[config.mk]
export PLATFORM = sky130hd
export DESIGN_NAME = uart_tx_mmio
export DESIGN_NICKNAME = d
export VERILOG_FILES = /design/src/rtl/uart_pkg.sv /design/src/rtl/sync_fifo.sv /design/src/rtl/uart_tx_mmio.sv
export SDC_FILE = /design/constraint.sdc
export NUM_CORES = 1
export LEC_CHECK = 0
export ABC_CLOCK_PERIOD_IN_PS = 3600
export BUFFER_PORTS_ARGS = -buffer_cell sky130_fd_sc_hd__buf_2
export CORE_MARGIN = 5
export CORE_UTILIZATION = 54
export CTS_BUF_LIST = sky130_fd_sc_hd__clkbuf_16
export CTS_CLUSTER_DIAMETER = 80
export DETAILED_ROUTE_END_ITERATION = 7
export PLACE_DENSITY = 0.79
export SYNTH_ARGS = -nofsm -noshare
export SYNTH_HDL_FRONTEND = slang
export SYNTH_HIERARCHICAL = 1
export SYNTH_SLANG_ARGS = --single-unit
export TNS_END_PERCENT = 20
[constraint.sdc]
create_clock -name clk -period 3.6 [get_ports clk]
set_clock_uncertainty 0.05 [all_clocks]
set_input_delay 0.72 -clock clk [delete_from_list [all_inputs] [get_ports clk]]
set_output_delay 0.72 -clock clk [all_outputs]
set_load 0.1 [all_outputs]
[src/rtl/uart_pkg.sv]
// Shared definitions for the memory-mapped UART transmitter: register offsets,
// STATUS bit positions and the transmit FSM state type.
package uart_pkg;

    localparam logic [3:0] UART_TXDATA = 4'h0;
    localparam logic [3:0] UART_STATUS = 4'h4;
    localparam logic [3:0] UART_CTRL   = 4'h8;

    localparam int ST_FULL  = 0;
    localparam int ST_EMPTY = 1;
    localparam int ST_BUSY  = 2;
    localparam int ST_OVF   = 3;
    localparam int ST_COUNT = 4;

    typedef enum logic [1:0] {IDLE, START, DATA, STOP} uart_tx_state_t;

endpackage

[src/rtl/sync_fifo.sv]
// Single-clock FIFO with synchronous reset. dout shows the head entry
// combinationally so a pop can load it on the same edge.
module sync_fifo #(
    parameter int WIDTH = 8,
    parameter int DEPTH = 4,
    localparam int AW = $clog2(DEPTH)
) (
    input  logic             clk,
    input  logic             rst,
    input  logic             push,
    input  logic             pop,
    input  logic [WIDTH-1:0] din,
    output logic [WIDTH-1:0] dout,
    output logic             full,
    output logic             empty,
    output logic [AW:0]      count
);

    logic [WIDTH-1:0] mem [DEPTH];
    logic [AW-1:0]    wptr;
    logic [AW-1:0]    rptr;
    logic             do_push;
    logic             do_pop;

    assign full    = (count == (AW+1)'(DEPTH));
    assign empty   = (count == '0);
    assign do_pop  = pop && !empty;
    // A push into a full FIFO still fits when the head leaves on the same edge.
    assign do_push = push && (!full || do_pop);
    assign dout    = mem[rptr];

    always_ff @(posedge clk) begin
        if (do_push) begin
            mem[wptr] <= din;
        end
    end

    always_ff @(posedge clk) begin
        if (rst) begin
            wptr  <= '0;
            rptr  <= '0;
            count <= '0;
        end else begin
            if (do_push) begin
                wptr <= wptr + AW'(1);
            end
            if (do_pop) begin
                rptr <= rptr + AW'(1);
            end
            case ({do_push, do_pop})
                2'b10:   count <= count + (AW+1)'(1);
                2'b01:   count <= count - (AW+1)'(1);
                default: count <= count;
            endcase
        end
    end

endmodule

[src/rtl/uart_tx_mmio.sv]
// Bus-attached 8N1 UART transmitter: register file, TX FIFO, baud counter and
// framing FSM. Stores to TXDATA queue bytes; the FSM drains them back to back.
module uart_tx_mmio
    import uart_pkg::*;
#(
    parameter int CLKS_PER_BIT = 434,
    parameter int FIFO_DEPTH   = 4
) (
    input  logic        clk,
    input  logic        rst,
    input  logic        req_valid,
    input  logic        req_we,
    input  logic [3:0]  req_addr,
    input  logic [31:0] req_wdata,
    output logic        req_ready,
    output logic        rsp_valid,
    output logic [31:0] rsp_rdata,
    output logic        tx
);

    localparam int BW = $clog2(CLKS_PER_BIT);
    localparam int CW = $clog2(FIFO_DEPTH) + 1;

    // Handshake: req_ready is constantly 1, so every cycle with req_valid is a
    // transfer; exactly one rsp_valid pulse follows on the next cycle.
    assign req_ready = 1'b1;

    uart_tx_state_t state;
    logic [BW-1:0]  baud;
    logic [2:0]     bit_idx;
    logic [7:0]     shift;
    logic           enable;
    logic           overflow;

    logic [3:0]     off;
    logic           wr;
    logic           push;
    logic           pop;
    logic           baud_end;
    logic [7:0]     fifo_dout;
    logic           fifo_full;
    logic           fifo_empty;
    logic [CW-1:0]  fifo_count;
    logic [31:0]    status;
    logic [31:0]    rdata_next;
    logic           addr_unused;

    assign off         = {req_addr[3:2], 2'b00};
    assign wr          = req_valid && req_we;
    assign push        = wr && (off == UART_TXDATA);
    assign baud_end    = (baud == BW'(CLKS_PER_BIT - 1));
    assign pop         = enable && !fifo_empty &&
                         ((state == IDLE) || ((state == STOP) && baud_end));
    assign addr_unused = ^{req_addr[1:0], req_wdata[31:8]};

    sync_fifo #(.WIDTH(8), .DEPTH(FIFO_DEPTH)) u_fifo (
        .clk   (clk),
        .rst   (rst),
        .push  (push),
        .pop   (pop),
        .din   (req_wdata[7:0]),
        .dout  (fifo_dout),
        .full  (fifo_full),
        .empty (fifo_empty),
        .count (fifo_count)
    );

    always_comb begin
        status                = '0;
        status[ST_FULL]       = fifo_full;
        status[ST_EMPTY]      = fifo_empty;
        status[ST_BUSY]       = (state != IDLE);
        status[ST_OVF]        = overflow;
        status[ST_COUNT +: 4] = 4'(fifo_count);
        rdata_next            = '0;
        if (req_valid && !req_we) begin
            case (off)
                UART_STATUS: rdata_next = status;
                UART_CTRL:   rdata_next = {31'b0, enable};
                default:     rdata_next = '0;
            endcase
        end
    end

    always_ff @(posedge clk) begin
        if (rst) begin
            rsp_valid <= 1'b0;
            rsp_rdata <= '0;
            enable    <= 1'b1;
            overflow  <= 1'b0;
        end else begin
            rsp_valid <= req_valid;
            rsp_rdata <= rdata_next;
            if (wr && (off == UART_CTRL)) begin
                enable <= req_wdata[0];
            end
            if (push && fifo_full && !pop) begin
                overflow <= 1'b1;
            end else if (wr && (off == UART_STATUS) && req_wdata[ST_OVF]) begin
                overflow <= 1'b0;
            end
        end
    end

    always_ff @(posedge clk) begin
        if (rst) begin
            state   <= IDLE;
            baud    <= '0;
            bit_idx <= '0;
            shift   <= '0;
            tx      <= 1'b1;
        end else begin
            case (state)
                IDLE: begin
                    tx <= 1'b1;
                    if (pop) begin
                        shift <= fifo_dout;
                        baud  <= '0;
                        tx    <= 1'b0;
                        state <= START;
                    end
                end
                START: begin
                    if (baud_end) begin
                        baud    <= '0;
                        bit_idx <= '0;
                        tx      <= shift[0];
                        state   <= DATA;
                    end else begin
                        baud <= baud + BW'(1);
                    end
                end
                DATA: begin
                    if (baud_end) begin
                        baud <= '0;
                        if (bit_idx == 3'd7) begin
                            tx    <= 1'b1;
                            state <= STOP;
                        end else begin
                            bit_idx <= bit_idx + 3'd1;
                            shift   <= shift >> 1;
                            tx      <= shift[1];
                        end
                    end else begin
                        baud <= baud + BW'(1);
                    end
                end
                STOP: begin
                    if (baud_end) begin
                        baud <= '0;
                        // Chain straight into the next start bit when a byte is waiting.
                        if (pop) begin
                            shift <= fifo_dout;
                            tx    <= 1'b0;
                            state <= START;
                        end else begin
                            tx    <= 1'b1;
                            state <= IDLE;
                        end
                    end else begin
                        baud <= baud + BW'(1);
                    end
                end
                default: begin
                    tx    <= 1'b1;
                    state <= IDLE;
                end
            endcase
        end
    end

endmodule

# Word level (Yosys, flattened, before mapping)
# Memories as Yosys holds them, arrays and structs flattened. A register that Yosys moved wholly into a read port is not among the register bits.
# Index checks and enable logic that the tools add are counted.
# op_classes
n_bitwise	1
n_mux	33
add_sub_neg	6
reduce_logical	33
eq_ne	16
# ops
cell	count
$mux 8	4
$pmux 8 s3	1
$mux 9	2
$pmux 9 s2	1
$mux 2	7
$pmux 7 s2	1
$logic_and 1x1->1	13
$ne 2x2->1 const B	6
$pmux 3 s2	2
$mux 1	10
$add 9x1->9 const B	1
$eq 9x9->1 const B	1
$mux 3	3
$eq 2x2->1 const B	4
$pmux 2 s4	1
$reduce_and 4->1	2
$reduce_bool 2->1	4
$add 3x1->3 const B	2
$eq 2x1->1 const B	3
$eq 3x3->1 const B	2
$reduce_and 5->1	1
$add 2x1->2 const B	2
$logic_not 1->1	4
$logic_not 4->1	1
other kinds (10)	11
# totals
output_inout_bits	35
in_bits	40
reg_bits	65
elab_cells	102
n_memories	1
mem_bits_rw	32
# mem_list
memory	depth	word_bits	rd	rd_ports_with_merged_regs	write_ports	line	rtl
u_fifo.mem	4	8	1	1	1	sync_fifo.sv:19	logic [WIDTH-1:0] mem [DEPTH];

# Logic depth before layout (Yosys ltp)
# depth
depth_word	9
ltp_mapped	15
depth_no_buf	15

# Hierarchy
# Netlist, hierarchy kept.
# modules_own_cells
mod	seq_area_each_um2	cells_per_inst	area_per_inst_um2	n_inst
uart_tx_mmio	660.6	214	1895.6	1
sync_fifo	1141.1	96	1645.3	1

# Worst setup path after synthesis
# OpenSTA, ideal clock, no wires.
# synth_timing
path_kind	register -> register
start	reg baud[0]
end	reg u_fifo.count[2]
stages_incl_launch_ff	14
path_slack_ns	0.795
arrival_ns	2.685
path_buffers	0
setup_time_ns	0.070
t_required_ns	3.480
synth_period_minus_slack_ns	2.805
path_cell_list	dfxtp_1 ha_1 and4b_2 a31oi_1 or2_2 inv_1 o31ai_1 inv_1 ha_1 inv_1 fa_1 xor2_1 or3_2 a21oi_1
# synth_via
elab_chain_len	9
word_cells_on_any_way	11
classes_between	eq/ne: 3; mux: 1; reduce/logical: 7
# synth_rtl
item	line	rtl
start, declared	uart_tx_mmio.sv:29	logic [BW-1:0] baud;
start signal, assigned	uart_tx_mmio.sv:130	baud <= baud + BW'(1);
start signal, assigned	uart_tx_mmio.sv:145	baud <= baud + BW'(1);
start signal, assigned	uart_tx_mmio.sv:161	baud <= baud + BW'(1);
$eq 9x9->1 (*)	uart_tx_mmio.sv:51	assign baud_end = (baud == BW'(CLKS_PER_BIT - 1));
$logic_and 1x1->1 (*)	uart_tx_mmio.sv:53	((state == IDLE) || ((state == STOP) && baud_end));
$logic_or 1x1->1 (*)	uart_tx_mmio.sv:53	
$logic_and 1x1->1 (*)	uart_tx_mmio.sv:52	assign pop = enable && !fifo_empty &&
named net pop	uart_tx_mmio.sv:38	logic pop;
$logic_and 1x1->1 (*)	sync_fifo.sv:27	assign do_pop = pop && !empty;
named net u_fifo.do_pop	sync_fifo.sv:23	logic do_pop;
$logic_or 1x1->1	sync_fifo.sv:29	assign do_push = push && (!full || do_pop);
$logic_and 1x1->1	sync_fifo.sv:29	
$eq 2x1->1 / $eq 2x2->1 (equally long branches)	sync_fifo.sv:50	case ({do_push, do_pop})
$pmux 3 s2 / $reduce_bool 2->1 (equally long branches)	n/a	
end signal, assigned	sync_fifo.sv:51	2'b10: count <= count + (AW+1)'(1);
end signal, assigned	sync_fifo.sv:52	2'b01: count <= count - (AW+1)'(1);
end signal, assigned	sync_fifo.sv:53	default: count <= count;
end, declared	sync_fifo.sv:16	output logic [AW:0] count
# The timed path passes the listed nets; every way through them passes the cells marked *.
# A chain may end at the register's enable or synchronous reset.

# Worst setup path after layout
# layout_timing
start	reg baud[0]
end	reg u_fifo.count[2]
# layout_via
elab_chain_len	9
word_cells_on_any_way	11
classes_between	eq/ne: 3; mux: 1; reduce/logical: 7
# layout_rtl
item	line
$eq 9x9->1 (*)	uart_tx_mmio.sv:51
$logic_and 1x1->1 (*)	uart_tx_mmio.sv:53
$logic_or 1x1->1 (*)	uart_tx_mmio.sv:53
$logic_and 1x1->1 (*)	uart_tx_mmio.sv:52
named net pop	uart_tx_mmio.sv:38
$logic_and 1x1->1 (*)	sync_fifo.sv:27
$logic_or 1x1->1	sync_fifo.sv:29
$logic_and 1x1->1	sync_fifo.sv:29
$eq 2x1->1 / $eq 2x2->1 (equally long branches)	sync_fifo.sv:50
$pmux 3 s2 / $reduce_bool 2->1 (equally long branches)	n/a
# Marks and branches as above.

==> qor.csv <==
metric;value;unit
row cnt;29;
most common cell after layout, fill and taps aside;dfxtp_1;
Worst EP arrival;3.45;ns
clock-pin slew on the worst setup and hold paths;0.06;ns
CORE AREA;6350;µm²
Synth Area in Adders;6.926;%
initial core utilization;55.76;%
DIE AREA;8276;µm²
global placer's final weighted congestion;0.7566;
share of layout cells above drive strength 1;19.71;%
Avg WL per Cell;15.13;µm
Slew HR;55.24;%
CTS tree;yes;
Cell Chain, Critical Path;ha_1, and4b_2, a31oi_1, or2_2, inv_1, inv_1, a21boi_2, inv_1, ha_1, inv_1, fa_1, xor2_1, or3_2, a21oi_1;
Crit Path Category;reg2reg;
Die Y;90.98;µm
via count;2250;
P_leak;1.513;nW
fin util;61.95;%
vias per cell;5.396;
Worst Tran Pin Value;0.6715;ns
grt ovf;0;
Netlist cell types;58;
most frequent CP cell;inv_1;
Ys Warns;6;
final net count;394;
most frequent cells in the layout;42 x dfxtp_1, 33 x nor2_1, 32 x edfxtp_1;
io pins;75;
n_diodes;0;
global-route wire length before repair;10900;µm
buffer type at the clock tree root;clkbuf_16;
post-synthesis register bit count;74;
Buf/Inv on CP;4;
PD cells;596.4;nW/µm²
sequential area share after synthesis;50.88;%
mux cell area share after synthesis;8.622;%
Peak Freq;308.7;MHz
CP Capture Type;register;
worst-path maximum fanout;7;
initial antenna violation count;0;
unrepaired setup endpoints after global routing;false;
Synth Instances;310;
Global Route Usage Sum;16.19;%
CP Launch Type;register;
CTS H-tree lvls;3;
Avg Cell Area, Syn;11.42;µm²
share of power burned in registers;39.8;%
clock sink total;74;
largest family of logic cells by synthesized area;simple AND/OR/NAND/NOR gates;
min-delay worst type;reg2reg;
Critical Path RT;3.81;ns
asr flop ratio synth;0;%
remaining antenna violation count;0;
Max stage delay on crit path;0.41;ns
Crit-path slowest cell;or3_2;
net switching power;0.7188;mW
# resized after CTS;0;
number of global-route vias before repair;2312;
Synth Area in Simple Gates;13.53;%
sw frac;30.64;%
crit path time final;3.240;ns
P_int;1.627;mW
DRT iter0 DRCs;119;
pin count of the biggest net entering global routing;22;
combinational share of power;20.2;%
Final Cycle Share;89.99;%
VDD IR max;0.3863;mV
Area growth, synth to finish;11.10;%
Post-DP HPWL;4366;µm
final setup violating endpoints;0;
Cell Area, Synth;3541;µm²
TritonRoute pass-1 iters;4;
power share of the clock group;40.0;%
Main synth FF type;dfxtp_1;
Setup Buffers After CTS;0;
final hold violation count;0;
Multi-input gate area;1528;µm²
DRC;0;
Routed WL;6309;µm
Clock Latency Late Sink;0.33;ns
Die Wd;90.98;µm
Synth Area in XOR/XNOR;0.7420;%
Max-Cap Viols;0;
delay-heaviest family, CP;simple AND/OR/NAND/NOR gates;
register area;1802;µm²
CTS Buf Count;9;
setup TNS;0;ns
post-synthesis compound-gate area fraction;10.57;%
PortBufs;22;
clk buf depth;2;
Post-synth EDFFs;32;
Hold Buf Count CTS;0;
# fillers;464;
status;finished, final reports clean;
Pins Over Slew Limit;0;
## state kept, by name, indices dropped and copies added, names as in the netlist, 2 cells and up, named ones only
register / count
u_fifo/mem: 32
baud: 9
shift: 8
rsp_rdata: 7
bit_idx: 3
u_fifo/count: 3
state: 2
u_fifo/rptr: 2
u_fifo/wptr: 2
## kinds of logic (layout without fill, tap and decap cells)
logic type / after synthesis / count (layout)
buffers and inverters: 52 / 58
xor gates and xnor gates: 3 / 3
and+or+nand+nor: 89 / 89
AOI/OAI and AO/OA: 51 / 51
adders and majority gates: 19 / 19
muxes: 20 / 20
other: 2 / 26
DFF: 74 / 74
## layout make-up
type	count	share of cell area [%]
clock buffer	9	5.725
sequential	74	45.80
clock inverter	7	2.385
multi-input combinational	208	38.84
inverter	19	1.813
tap	77	2.449
timing repair buffer	23	2.990
## routing by layer
layer	GRT usage (%)	share of wire, %
met5	0	0
met4	5.990	1.6
met3	4.215	3.4
met2	26.74	51
met1	20.48	44
## power groups by stage
stage / clock, mW / sequential, mW / combinational [mW]
global route: 0.994 / 0.937 / 0.519
CTS: 0.953 / 0.932 / 0.474
global placement: 0 / 0.949 / 0.463
floorplan: 0 / 0.993 / 0.370
finish: 0.939 / 0.933 / 0.474
detailed placement: 0 / 0.950 / 0.472
## worst register-to-register path: cells and delay by family (launching register included)
kind / cells / cell delay [ns]
xor gates and xnor gates: 1 / 0.08
DFF: 1 / 0.40
AOI/OAI and AO/OA: 3 / 0.58
buffers and inverters: 4 / 0.42
adders and majority gates: 3 / 0.62
and+or+nand+nor: 3 / 1.05
## cell usage after synthesis, drive strengths merged (3+ instances only)
library cell  instances  area share, %
a211oi                7            1.8
ha                   18            6.4
inv                  19            2.0
a22oi                 4           0.85
nor2                 33            3.5
nand2                13            1.4
o211ai                3           0.64
dfxtp                42             24
buf                  29            6.1
mux2i                11            3.1
clkbuf                4           0.42
o21ai                10            1.4
or3                   3           0.57
edfxtp               32             27
nand2b                4           0.71
and2                  5            1.0
a21oi                13            1.9
or2                   3           0.53
and3                  6            1.1
xor2                  3           0.74
mux4                  8            5.1
nand3                 6           0.85
a311oi                3           0.74
## stage by stage
stage | total power [mW] | setup WS, ns | std cells | hold WS (ns) | area (µm²)
floorplan | 1.363 | 0.7946 | 334 | 0.3856 | 3631
global placement | 1.411 | 0.5565 | 401 | 0.4075 | 3615
detailed placement | 1.422 | 0.4157 | 401 | 0.4233 | 3615
CTS | 2.359 | 0.3590 | 417 | 0.4356 | 3934
global route | 2.449 | 0.09077 | 417 | 0.4598 | 3934
finish | 2.346 | 0.3604 | 417 | 0.4357 | 3934
## final timing paths
path	start	slack [ns]	to	cells after the start
hold / removal	overflow$_SDFFE_PP0P_	0.44	rsp_rdata[3]$_SDFF_PP0_	1
hold reg to reg	overflow$_SDFFE_PP0P_	0.44	rsp_rdata[3]$_SDFF_PP0_	1
setup reg to reg	baud[0]$_SDFFE_PP0N_	0.36	u_fifo/count[2]$_SDFFE_PP0P_	14
setup / recovery	baud[0]$_SDFFE_PP0N_	0.36	u_fifo/count[2]$_SDFFE_PP0P_	14
Note: power is estimated with default switching activity, not from simulation.
